$ cat config.mk
export PLATFORM = sky130hd
export DESIGN_NAME = l2_block_adapter
export DESIGN_NICKNAME = d
export VERILOG_FILES = /design/src/rtl/l2_block_adapter.sv
export SDC_FILE = /design/constraint.sdc
export NUM_CORES = 1
export LEC_CHECK = 0
export ABC_AREA = 1
export BUFFER_PORTS_ARGS = -buffer_cell sky130_fd_sc_hd__clkbuf_2
export CORE_MARGIN = 4
export CORE_UTILIZATION = 44
export CTS_CLUSTER_DIAMETER = 40
export DETAILED_ROUTE_END_ITERATION = 16
export PLACE_DENSITY = 0.77
export SYNTH_ARGS = -nofsm -noshare
export SYNTH_HDL_FRONTEND = slang
export SYNTH_SLANG_ARGS = --single-unit
export TNS_END_PERCENT = 20
$ cat constraint.sdc
create_clock -name CLK -period 1.59 [get_ports CLK]
set_input_delay 0.3975 -clock CLK [delete_from_list [all_inputs] [get_ports CLK]]
set_output_delay 0.3975 -clock CLK [all_outputs]
set_load 0.01 [all_outputs]
$ cat src/rtl/l2_block_adapter.sv
// Block-to-word adapter between the bus controller and the L2 memory port.
// Serialises one block request into busy-handshaked word beats with a per-beat watchdog.
module l2_block_adapter #(
    parameter int unsigned BLOCK_SIZE_WORDS = 2,
    parameter int unsigned WORD_W           = 32,
    parameter int unsigned ADDR_W           = 32,
    parameter int unsigned TIMEOUT          = 25
) (
    input  logic                               CLK,
    input  logic                               RST,
    input  logic                               l2_req,
    input  logic                               l2_rw,
    input  logic [ADDR_W-1:0]                  l2_addr,
    input  logic [BLOCK_SIZE_WORDS*WORD_W-1:0] l2_store,
    output logic [BLOCK_SIZE_WORDS*WORD_W-1:0] l2_load,
    output logic                               l2_done,
    output logic                               l2_err,
    output logic                               mem_ren,
    output logic                               mem_wen,
    output logic [ADDR_W-1:0]                  mem_addr,
    output logic [WORD_W-1:0]                  mem_wdata,
    input  logic [WORD_W-1:0]                  mem_rdata,
    input  logic                               mem_busy
);

    localparam int unsigned BLK_W      = BLOCK_SIZE_WORDS * WORD_W;
    localparam int unsigned WORD_BYTES = WORD_W / 8;
    localparam int unsigned OFF_W      = $clog2(BLK_W / 8);
    localparam int unsigned BEAT_W     = (BLOCK_SIZE_WORDS > 1) ? $clog2(BLOCK_SIZE_WORDS) : 1;
    localparam int unsigned WD_W       = $clog2(TIMEOUT + 1);

    localparam logic [ADDR_W-1:0] BASE_MASK = ~((ADDR_W'(1) << OFF_W) - ADDR_W'(1));
    localparam logic [BEAT_W-1:0] LAST_BEAT = BEAT_W'(BLOCK_SIZE_WORDS - 1);

    typedef logic [BLOCK_SIZE_WORDS-1:0][WORD_W-1:0] block_t;

    typedef enum logic [1:0] {
        S_IDLE = 2'd0,
        S_XFER = 2'd1,
        S_DONE = 2'd2,
        S_ERR  = 2'd3
    } state_t;

    state_t             state_q, state_d;
    logic               rw_q, rw_d;
    logic [ADDR_W-1:0]  base_q, base_d;
    block_t             store_q, store_d;
    block_t             buf_q, buf_d;
    logic [BEAT_W-1:0]  beat_q, beat_d;
    logic [WD_W-1:0]    wdog_q, wdog_d;

    logic [ADDR_W-1:0]  beat_addr;
    logic [WD_W-1:0]    wdog_inc;

    // State and datapath registers
    always_ff @(posedge CLK) begin
        if (RST) begin
            state_q <= S_IDLE;
            rw_q    <= 1'b0;
            base_q  <= '0;
            store_q <= '0;
            buf_q   <= '0;
            beat_q  <= '0;
            wdog_q  <= '0;
        end else begin
            state_q <= state_d;
            rw_q    <= rw_d;
            base_q  <= base_d;
            store_q <= store_d;
            buf_q   <= buf_d;
            beat_q  <= beat_d;
            wdog_q  <= wdog_d;
        end
    end

    // Next-state, beat sequencing and port outputs
    always_comb begin
        state_d   = state_q;
        rw_d      = rw_q;
        base_d    = base_q;
        store_d   = store_q;
        buf_d     = buf_q;
        beat_d    = beat_q;
        wdog_d    = wdog_q;
        mem_ren   = 1'b0;
        mem_wen   = 1'b0;
        mem_addr  = '0;
        mem_wdata = '0;
        l2_done   = 1'b0;
        l2_err    = 1'b0;
        l2_load   = buf_q;
        beat_addr = base_q + ADDR_W'(beat_q) * ADDR_W'(WORD_BYTES);
        wdog_inc  = wdog_q + WD_W'(1);

        unique case (state_q)
            S_IDLE: begin
                if (l2_req) begin
                    state_d = S_XFER;
                    rw_d    = l2_rw;
                    base_d  = l2_addr & BASE_MASK;
                    store_d = l2_store;
                    buf_d   = '0;
                    beat_d  = '0;
                    wdog_d  = '0;
                end
            end
            S_XFER: begin
                mem_ren  = ~rw_q;
                mem_wen  = rw_q;
                mem_addr = beat_addr;
                if (rw_q) begin
                    mem_wdata = store_q[beat_q];
                end
                if (!mem_busy) begin
                    if (!rw_q) begin
                        buf_d[beat_q] = mem_rdata;
                    end
                    wdog_d = '0;
                    if (beat_q == LAST_BEAT) begin
                        state_d = S_DONE;
                    end else begin
                        beat_d = beat_q + BEAT_W'(1);
                    end
                end else begin
                    // Stalled beat: abort once the busy streak reaches TIMEOUT
                    wdog_d = wdog_inc;
                    if (wdog_inc == WD_W'(TIMEOUT)) begin
                        state_d = S_ERR;
                    end
                end
            end
            S_DONE: begin
                l2_done = 1'b1;
                state_d = S_IDLE;
            end
            S_ERR: begin
                l2_done = 1'b1;
                l2_err  = 1'b1;
                state_d = S_IDLE;
            end
            default: begin
                state_d = S_IDLE;
            end
        endcase
    end

endmodule

**After elaboration in Yosys (flattened, before gate mapping)**

Cells that the tools add are included.

- Register bits after elaboration: 166
- Output and inout port bits: 132

- Add/sub/neg operators: 3
- Magnitude comparators: 2
- Equal/unequal tests: 9
- Multiplexer cells: 28
- Bitwise gates (word level): 1
- Reduce and logical (&&, ||, !) cells: 9

Operator list:

| kind | count |
|---|---|
| $mux W32 | 6 |
| $mux W64 | 3 |
| $pmux W64 S2 | 1 |
| $bwmux W64 | 1 |
| $add A32 B3 Y32 | 1 |
| $demux W32 S1 | 1 |
| $mux W5 | 2 |
| $pmux W5 S2 | 1 |
| $mux W2 | 4 |
| $mux W1 | 7 |
| $ne A2 B2 Y1 const B | 3 |
| $ne A3 B3 Y1 const B | 2 |
| $pmux W2 S3 | 1 |
| $reduce_and A3 Y1 | 2 |
| $add A5 B1 Y5 const B | 1 |
| $eq A5 B5 Y1 const B | 1 |
| $eq A2 B2 Y1 const B | 2 |
| $reduce_and A2 Y1 | 2 |
| $reduce_and A4 Y1 | 1 |
| $eq A2 B1 Y1 const B | 1 |
| $logic_not A2 Y1 | 1 |
| $lt A1 B2 Y1 const B | 1 |
| $pmux W1 S2 | 1 |
| $reduce_bool A2 Y1 | 1 |
| 5 further kinds | 5 |

**Longest topological paths before layout**

Gate-level depths: netlist of the first run.

- Word-level depth: 8
- Gate-level depth with buffers: 9
- Gate-level depth less buffers: 9

**Worst setup path after synthesis of the first run**

Ideal clock, no wire load.

- Path kind: register to output
- From: register state_q[0]
- To: output mem_wdata[22]
- Arrival: 1.262 ns
- Path slack: -0.069 ns
- Stages on the path, launching flop included: 7
- Buffers on the path: 2
- Cells stage by stage: dfxtp_1 inv_2 nor2_2 nand2_1 buf_2 buf_2 a21oi_1

- Cells in the longest elaborated chain, start to end: 2

RTL lines:

| what | RTL line | source |
|---|---|---|
| start, declared | 44 | `state_t state_q, state_d;` |
| start signal, assigned | 66 | `state_q <= state_d;` |
| $eq A2 B1 Y1 | 95 | `unique case (state_q)` |
| $mux W32 | 95 |  |
| end, declared | 21 | `output logic [WORD_W-1:0] mem_wdata,` |

No other way between the ends.

**Worst setup path after layout of the first run**

Same ends and word-level chain as after synthesis.

==> results.txt, run 1 <==
* Status: finished with violations
* Violations in the final reports: negative setup slack
- Pre-CTS worst setup slack: -0.06977 ns
- Required time reported for the critical path endpoint: 1.19 ns
- After synthesis, the largest family of logic cells by area is simple AND/OR/NAND/NOR gates.
- Final hold viol count: 0
- The synthesized design spends more area on one cell type than any other, namely sky130_fd_sc_hd__dfxtp_1.
* Worst setup slack for register-to-register paths: -0.03 ns
- Clk Tree Root Cell: sky130_fd_sc_hd__clkbuf_16
* Width of the die: 131.4 µm
- The min-delay analysis places its worst path in the category input port to flop.
- The Yosys step of the flow raised 0 warnings.
- Setup clock skew after layout: 0.006622 ns
* Total routing resource utilization after global routing: 0.2189
- In the final routed layout, each cell accounts on average for 15.00 µm.
- Kind of start point of the critical path: flop
- Slew Viols, Final: 0
* Global placer's final weighted congestion: approximately 0.83
* Post-Syn Area per Cell: 7.316 µm²
- Post-Synth Simple-Gate Area: 0.2506
- Ports: 265
- Detailed-placement wirelength estimate: approximately 14000 µm
- The most common cell in the synthesized netlist is sky130_fd_sc_hd__nor2_1.
- Initial antenna violation count: 0
- Counting flops with a built-in enable in the synthesized netlist gives 0.
- Cell types with the largest area share after synthesis: sky130_fd_sc_hd__dfxtp_1 50%, sky130_fd_sc_hd__a21oi_1 9.8%, sky130_fd_sc_hd__nor2_1 9.4%, sky130_fd_sc_hd__nand2_1 8.4%, sky130_fd_sc_hd__o21ai_0 7.2%
* Number of routed nets with antenna violations: 0
- Data arrives at the worst endpoint at 1.53 ns.
* Slowest cell delay on critical path: 0.33 ns
- For this run, the post-layout net count is 1308.
* Max-cap violations: 0
* Via Count: 7164
* Critical path fanouts, max: 8
- Beginning of the worst register-to-register path: state_q[0]
- First-pass GRT wire length: 31730 µm
* # setup viols final: 86
- Overall die height: 131.4 µm
- Static timing analysis puts the maximum clock frequency at 519.1 MHz.
- Via count of the first global-routing pass: 6568
- Pwr/cell area: ~1200 mW/mm²
- WS Path Type: flop to output port
- Post-synthesis async set-or-reset flop share: 0
- Number of register bits inferred by synthesis: approximately 170
- Among all flip-flop cells after synthesis, the most frequent one is sky130_fd_sc_hd__dfxtp_1.
- The detailed router finished its first iteration with about 370 violations.
- Ordered list of cells on the worst path: inv_2, nor2_4, nand2_8, buf_6, a21oi_2, clkbuf_2
* Longest Clk Path Bufs: 2
- Setup repair after global routing missed its margin: yes
- Worst hold endpoint: store_q[6]
- Effective utilization at floorplan: 0.4559
* Fraction of layout cells with a size suffix above 1: 0.3553
- After layout, the worst setup slack is -0.3363 ns.
- Antenna Diode Count: 0
- Detailed-route wire length: 20530 µm
- Of the post-synthesis cell area, the dominant cell type holds 0.4959.
* DRC viols: 0
- Leakage power: 4.102 nW
* Clock input transition at the sequential cells of the worst setup and hold paths: 0.07 ns
- Synthesized area: roughly 0.0067 mm²
- In this run, distinct cell masters in the synthesized netlist total 19.
* Highest ir drop seen on vdd: between 0.0006 and 0.0007 V
* GR Overflow Total: 0
- Count of TritonRoute iterations in the first routing pass: 5
- Synth cell count leaders: 167 x sky130_fd_sc_hd__nor2_1, 166 x sky130_fd_sc_hd__dfxtp_1, 150 x sky130_fd_sc_hd__nand2_1
- Maximum number of pins on one net before global-route repair: 71
* Die Area: around 0.017 mm²
- Clock tree synthesis found a total of around 170 sinks.
- Beginning of the worst hold path: l2_store[6]
* Area of the core region: 0.01470 mm²
* Post-synthesis compound-gate area fraction: 0.1695
- Dividing the detail-routed via count by the number of cells gives approximately 5.2.
- Final hold analysis gives a worst-case slack of 0.2298 ns.
* Crit. End Element: output port
- Of the total synthesized cell area, the portion taken by XOR and XNOR cells is 0.
- Fin crit share: 1.212
* Number of placement rows: 44
- Critical Path Slowest Stage Cell: sky130_fd_sc_hd__dfxtp_2
- Of the total synthesized cell area, the portion taken by full adders, half adders and majority gates is 0.003734.
- # port buffers: 259
- Worst R2R End: l2_load[62]
* Mux contribution to synthesized area: 0
* Post-Syn Instances: 916
- The number of cells on the worst reg-to-reg path is 9.
- The worst hold path was traced through 3 stages.
* Clock latency on the worst-skew pair: 0.41 ns
- Num CTS Buffers: 17
- Of the synthesized area, sequential elements account for 0.4959.
- Clock tree from TritonCTS: yes
- For the finished layout, the period the worst path requires is slightly below 2 ns.
- Compared with the post-synthesis result, the final layout area differs by 43.24%.
- Summed negative setup slack over all endpoints: -18.64 ns
- The H-tree was split into 4 levels.
==> worst max-delay path by stage <==
stage                           from            end  slack (ns)  cells past startpoint
after global routing      state_q[0]  mem_wdata[12]       -0.41                      6
after CTS                 state_q[0]  mem_wdata[30]       -0.38                      6
after floorplan           state_q[0]  mem_wdata[10]       -0.02                      6
after global placement    state_q[0]   mem_wdata[0]       -0.09                      6
after detailed placement  state_q[0]   mem_wdata[0]       -0.07                      6
final                     state_q[0]  mem_wdata[22]       -0.34                      6
==> kinds of logic (layout without fill, tap and decap cells) <==
| group | Yosys count | after routing |
|---|---|---|
| compound gates | 227 | 227 |
| flops | 166 | 166 |
| other cells | 1 | 2 |
| fa+ha+maj | 2 | 2 |
| simple gates | 396 | 396 |
| buf+inv | 124 | 392 |
==> layout by cell type (no fill, tap or decap), types with 3 or more instances in the layout <==
master and count:
sky130_fd_sc_hd__inv_2 4, sky130_fd_sc_hd__buf_12 13, sky130_fd_sc_hd__nand2_1 146, sky130_fd_sc_hd__nor3_1 3, sky130_fd_sc_hd__nor2_2 6, sky130_fd_sc_hd__clkinv_2 3, sky130_fd_sc_hd__o21ai_0 96, sky130_fd_sc_hd__buf_4 33
sky130_fd_sc_hd__dfxtp_1 163, sky130_fd_sc_hd__a21oi_2 42, sky130_fd_sc_hd__clkbuf_2 201, sky130_fd_sc_hd__clkbuf_1 4, sky130_fd_sc_hd__nand3_1 3, sky130_fd_sc_hd__a21oi_1 77, sky130_fd_sc_hd__inv_1 38, sky130_fd_sc_hd__clkinvlp_4 3
sky130_fd_sc_hd__nor2_1 162, sky130_fd_sc_hd__clkbuf_16 23, sky130_fd_sc_hd__nand4_1 66, sky130_fd_sc_hd__buf_2 48, sky130_fd_sc_hd__buf_6 14, sky130_fd_sc_hd__a21oi_4 12
==> flip-flops by register name, summed over array words and instances (netlist names) <==
signal and flops:
rw_q 1, l2_load 64, base_q 29, beat_q 1
wdog_q 5, state_q 2, store_q 64
==> report_power, final <==
group | switching [mW] | internal, mW | total, mW | leakage, nW
clock | 1.59 | 2.22 | 3.81 | 0.259
combinational | 1.54 | 1.04 | 2.58 | 2.48
sequential | 0.199 | 4.57 | 4.76 | 1.36
total | 3.33 | 7.82 | 11.2 | 4.10
==> what timing repair did <==
action / in CTS / in global routing
buffers inserted: 4 / 7
gates cloned: 1 / 6
pin swaps: 3 / 3
endpoints found under the hold margin: 0 / 0
endpoints found under the setup margin: 81 / 195
hold buffers: 0 / 0
gates resized for setup: 18 / 119
==> worst max-delay path: cells and delay by family (launching register included) <==
kind,cells,cell delay (ns)
DFF,1,0.33
and+or+nand+nor,2,0.29
AOI/OAI and AO/OA,1,0.12
buffers and inverters,3,0.36
==> layer usage <==
layer  wire (µm)  GRT usage  vias up
li1            -          -     3535
met1        8505     0.2766     3291
met2        9832     0.3553      293
met3        1630    0.06384       45
met4         564    0.08401        0
met5           0          0        -
==> stage by stage <==
| step | total power, mW | util | instance area [µm²] | instances |
|---|---|---|---|---|
| finish | 11.16 | 0.6530 | 9599 | 1369 |
| CTS | 10.96 | 0.6202 | 9116 | 1356 |
| global route | 11.70 | 0.6530 | 9599 | 1369 |
| global placement | 7.060 | 0.5748 | 8449 | 1320 |
| detailed placement | 7.097 | 0.5748 | 8449 | 1320 |
| floorplan | 6.241 | - | 6817 | 917 |
==> layout make-up <==
class | instances | area, µm²
clock buffers | 23 | 467.9
clock inverters | 8 | 76.32
fillers | 1261 | 5100
inverters | 44 | 180.2
multi-input cells | 627 | 3211
flip-flops and latches | 166 | 3329
well taps | 184 | 230.2
repair buffers | 317 | 2105
(Power assumes the default switching activity.)
==> inputs of run 2 (changes only) <==
==> constraint.sdc (replaced) <==
create_clock -name CLK -period 1.59 [get_ports CLK]
set_input_delay 0.159 -clock CLK [delete_from_list [all_inputs] [get_ports CLK]]
set_output_delay 0.159 -clock CLK [all_outputs]
set_load 0.01 [all_outputs]
==> run 2 against run 1 <==
  * The run still ends with negative setup slack left
  * Critical endpoint is now mem_wdata[31]
  * Total power increased by 0.60%
  * Cell count is 3.9% higher
  * Clock skew increased by 0.0010 ns
  * Critical path depth is the same
  * Clock power grew 1%
  * First-iteration DRC count is 45% higher
  * Combinational power about the same
  * Flip-flop and latch count did not move
  * Setup slack better by 0.16 ns
  * Sequential share of layout area fell by 1.5 points
  * Wire length rose by 16%
==> results.txt, run 2 (synthesis gave the netlist of run 1 again) <==
- # setup viols final: 121 (+41%)
* Area of the core region: 0.01470 mm² (unchanged)
- Count of TritonRoute iterations in the first routing pass: 5 (unchanged)
* Initial detailed-routing violation count: 540 (+45%)
* Detailed-placement wirelength estimate: 13370 µm (-1.2%)
* Number of placement rows: 44 (unchanged)
* Clock latency on the worst-skew pair: 0.43 ns (+0.02 ns)
* Number of routed nets with antenna violations: 0 (unchanged)
* Total routing resource utilization after global routing: 0.2550 (+0.03613)
- Effective utilization at floorplan: 0.4559 (unchanged)
* Fraction of layout cells with a size suffix above 1: 0.3002 (-0.05503)
- The clock transition at the registers of the reported paths is 0.06 ns (about the same).
- Overall die height: 131.4 µm (unchanged)
* GR Overflow Total: 0 (unchanged)
- The number of violations of the max-capacitance limit was 0 (unchanged).
* Arrival time of data at the critical path endpoint: 1.60 ns (+0.07 ns)
- The post-detailed-routing wire length came to 23770 µm (+16%).
- Fin crit share: 1.108 (-0.1032)
- The number of inserted filler cells in the final layout came to 1106 (-12%).
* Ports: 265 (unchanged)
- Wire length per cell: 16.70 µm (+11%)
- The highest achievable clock rate was 567.4 MHz (+9.3%).
* WS Path Type: flop to output port
- Violations in the final reports: negative setup slack
- The number of input and output port buffers inserted came to 259 (unchanged).
- The final layout net count came to 1361 (+4.1%).
* Sinks on the clock net: 166 (unchanged)
- DRC viols: 0 (unchanged)
* Crit. End Element: output port
- The pin count of the biggest net entering global routing came to 71 (unchanged).
- Fin crit period: 1.762 ns (-0.1641 ns)
- The met3 wire length was 2304 µm (+41%).
* Status: finished with violations
* Antenna Diode Count: 0 (unchanged)
* Most common library cell in the layout ignoring fill and taps: sky130_fd_sc_hd__clkbuf_2
* Kind of start point of the critical path: flop
- Width of the die: 131.4 µm (unchanged)
- Final worst-path setup slack: -0.1723 ns (+0.1641 ns)
- The maximum resistive drop on vdd is 0.0007600 V (+10%).
* Clock tree from TritonCTS: yes
* Commonest cells after routing, fill and taps aside: 209 x sky130_fd_sc_hd__clkbuf_2, 163 x sky130_fd_sc_hd__dfxtp_1, 159 x sky130_fd_sc_hd__nor2_1
- Worst setup slack for register-to-register paths: -0.09 ns (-0.06 ns)
- Met1 wire length: 9298 µm (+9.3%)
- Initial antenna violation count: 0 (unchanged)
* Pwr/cell area: 1120 mW/mm² (-3.6%)
- Critical path fanouts, max: 12 (+4)
- The maximum level of the CTS H-tree is 4 (unchanged).
- The TritonCTS buffer count came to 17 (unchanged).
- Final hold viol count: 0 (unchanged)
- Global placer's final weighted congestion: 0.7965 (-3.9%)
- Leakage power: 4.274 nW (+4.2%)
- First-pass GRT wire length: 36510 µm (+15%)
- Top routing layer in use: met4
- The number of pins exceeding their max-slew limit in the final report is 0 (unchanged).
- Compared with the post-synthesis result, the final layout area differs by 49.51%.
* Final standard cell count with taps included and fillers excluded: 1423 (+3.9%)
* Setup repair after global routing missed its margin: yes
- The cell count after placement is 1302 (-1.4%).
- The floorplan die area came to 0.01727 mm² (unchanged).
* Summed negative setup slack over all endpoints: -6.640 ns (+12.00 ns)
- Core Util, Final: 0.6816 (+0.02860)
- The via count of the first global-routing pass was 7242 (+10%).
- In this run the clock root is driven by a sky130_fd_sc_hd__clkbuf_16.
* Via Count: 7718 (+7.7%)
- Type of the worst min-delay path: input port to flop
- The number of buffers between clock root and the deepest sink is 2 (unchanged).
* Via-to-Cell Ratio: 5.424 (+3.6%)
- Met2 wire length: 11560 µm (+18%)
- Required time reported for the critical path endpoint: 1.43 ns (+0.24 ns)
- Setup clock skew after layout: 0.007670 ns (+0.001048 ns)
## run 2: cell count changes in the layout (fill, tap and decap cells not counted), sizes merged
cell         before  now
buf             110   78
bufbuf            0    1
bufinv            1    0
clkbuf          230  233
clkinv            5    6
clkinvlp          3    2
dlygate4sd3       0   80
inv              43   46
## run 2: layout make-up
cell class	instances	area [µm²]	area share
timing repair buffer	370	2668	0.2662
clock inverter	10	70.07	0.006993
sequential	166	3327	0.3320
clock buffer	22	474.2	0.04733
inverter	44	167.7	0.01673
multi-input combinational	627	3083	0.3077
tap	184	230.2	0.02298
## run 2: final timing paths
check	cells past startpoint	to	start
worst max register to register	9	l2_load[20]	state_q[0]
worst min register to register	2	base_q[21]	base_q[21]
worst min-delay path	3	store_q[10]	l2_store[10]
worst max-delay path	6	mem_wdata[31]	state_q[0]
## run 2: worst max-delay path, stage by stage (launching register included)
cell	delay, ns
sky130_fd_sc_hd__dfxtp_2	0.34
sky130_fd_sc_hd__inv_2	0.05
sky130_fd_sc_hd__nor2_4	0.17
sky130_fd_sc_hd__nand2_8	0.12
sky130_fd_sc_hd__buf_16	0.18
sky130_fd_sc_hd__a21oi_1	0.16
sky130_fd_sc_hd__buf_2	0.17
## run 2: through the flow
step	power [mW]	setup WS [ns]	hold slack, ns	area [µm²]
after floorplan	6.203	0.1691	0.3257	6705
after global placement	6.979	-0.01954	0.4084	8230
after detailed placement	7.018	-0.01107	0.4141	8230
after CTS	11.12	-0.1864	0.00004607	9814
after global routing	11.73	-0.2231	0.008443	10020
final	11.22	-0.1723	0.01525	10020
## run 2: layer usage
layer,GRT usage,vias to the layer above
met2,0.4358,459
met1,0.3027,3560
met4,0.09393,0
met5,0,-
li1,-,3646
met3,0.07875,53
## run 2: report_power, final
| part | total (mW) | internal, mW | switching, mW | leakage [nW] |
|---|---|---|---|---|
| registers | 4.78 | 4.57 | 0.211 | 1.36 |
| logic | 2.59 | 1.02 | 1.58 | 2.65 |
| clock network | 3.85 | 2.13 | 1.73 | 0.267 |
## run 2: timing repair
item | in CTS | in global routing
gates resized for setup | 41 | 82
endpoints found under the hold margin | 88 | 0
cloned | 1 | 2
hold buffers | 80 | 0
setup endpoints to repair | 64 | 135
pin swaps | 2 | 24
setup buffers | 5 | 1
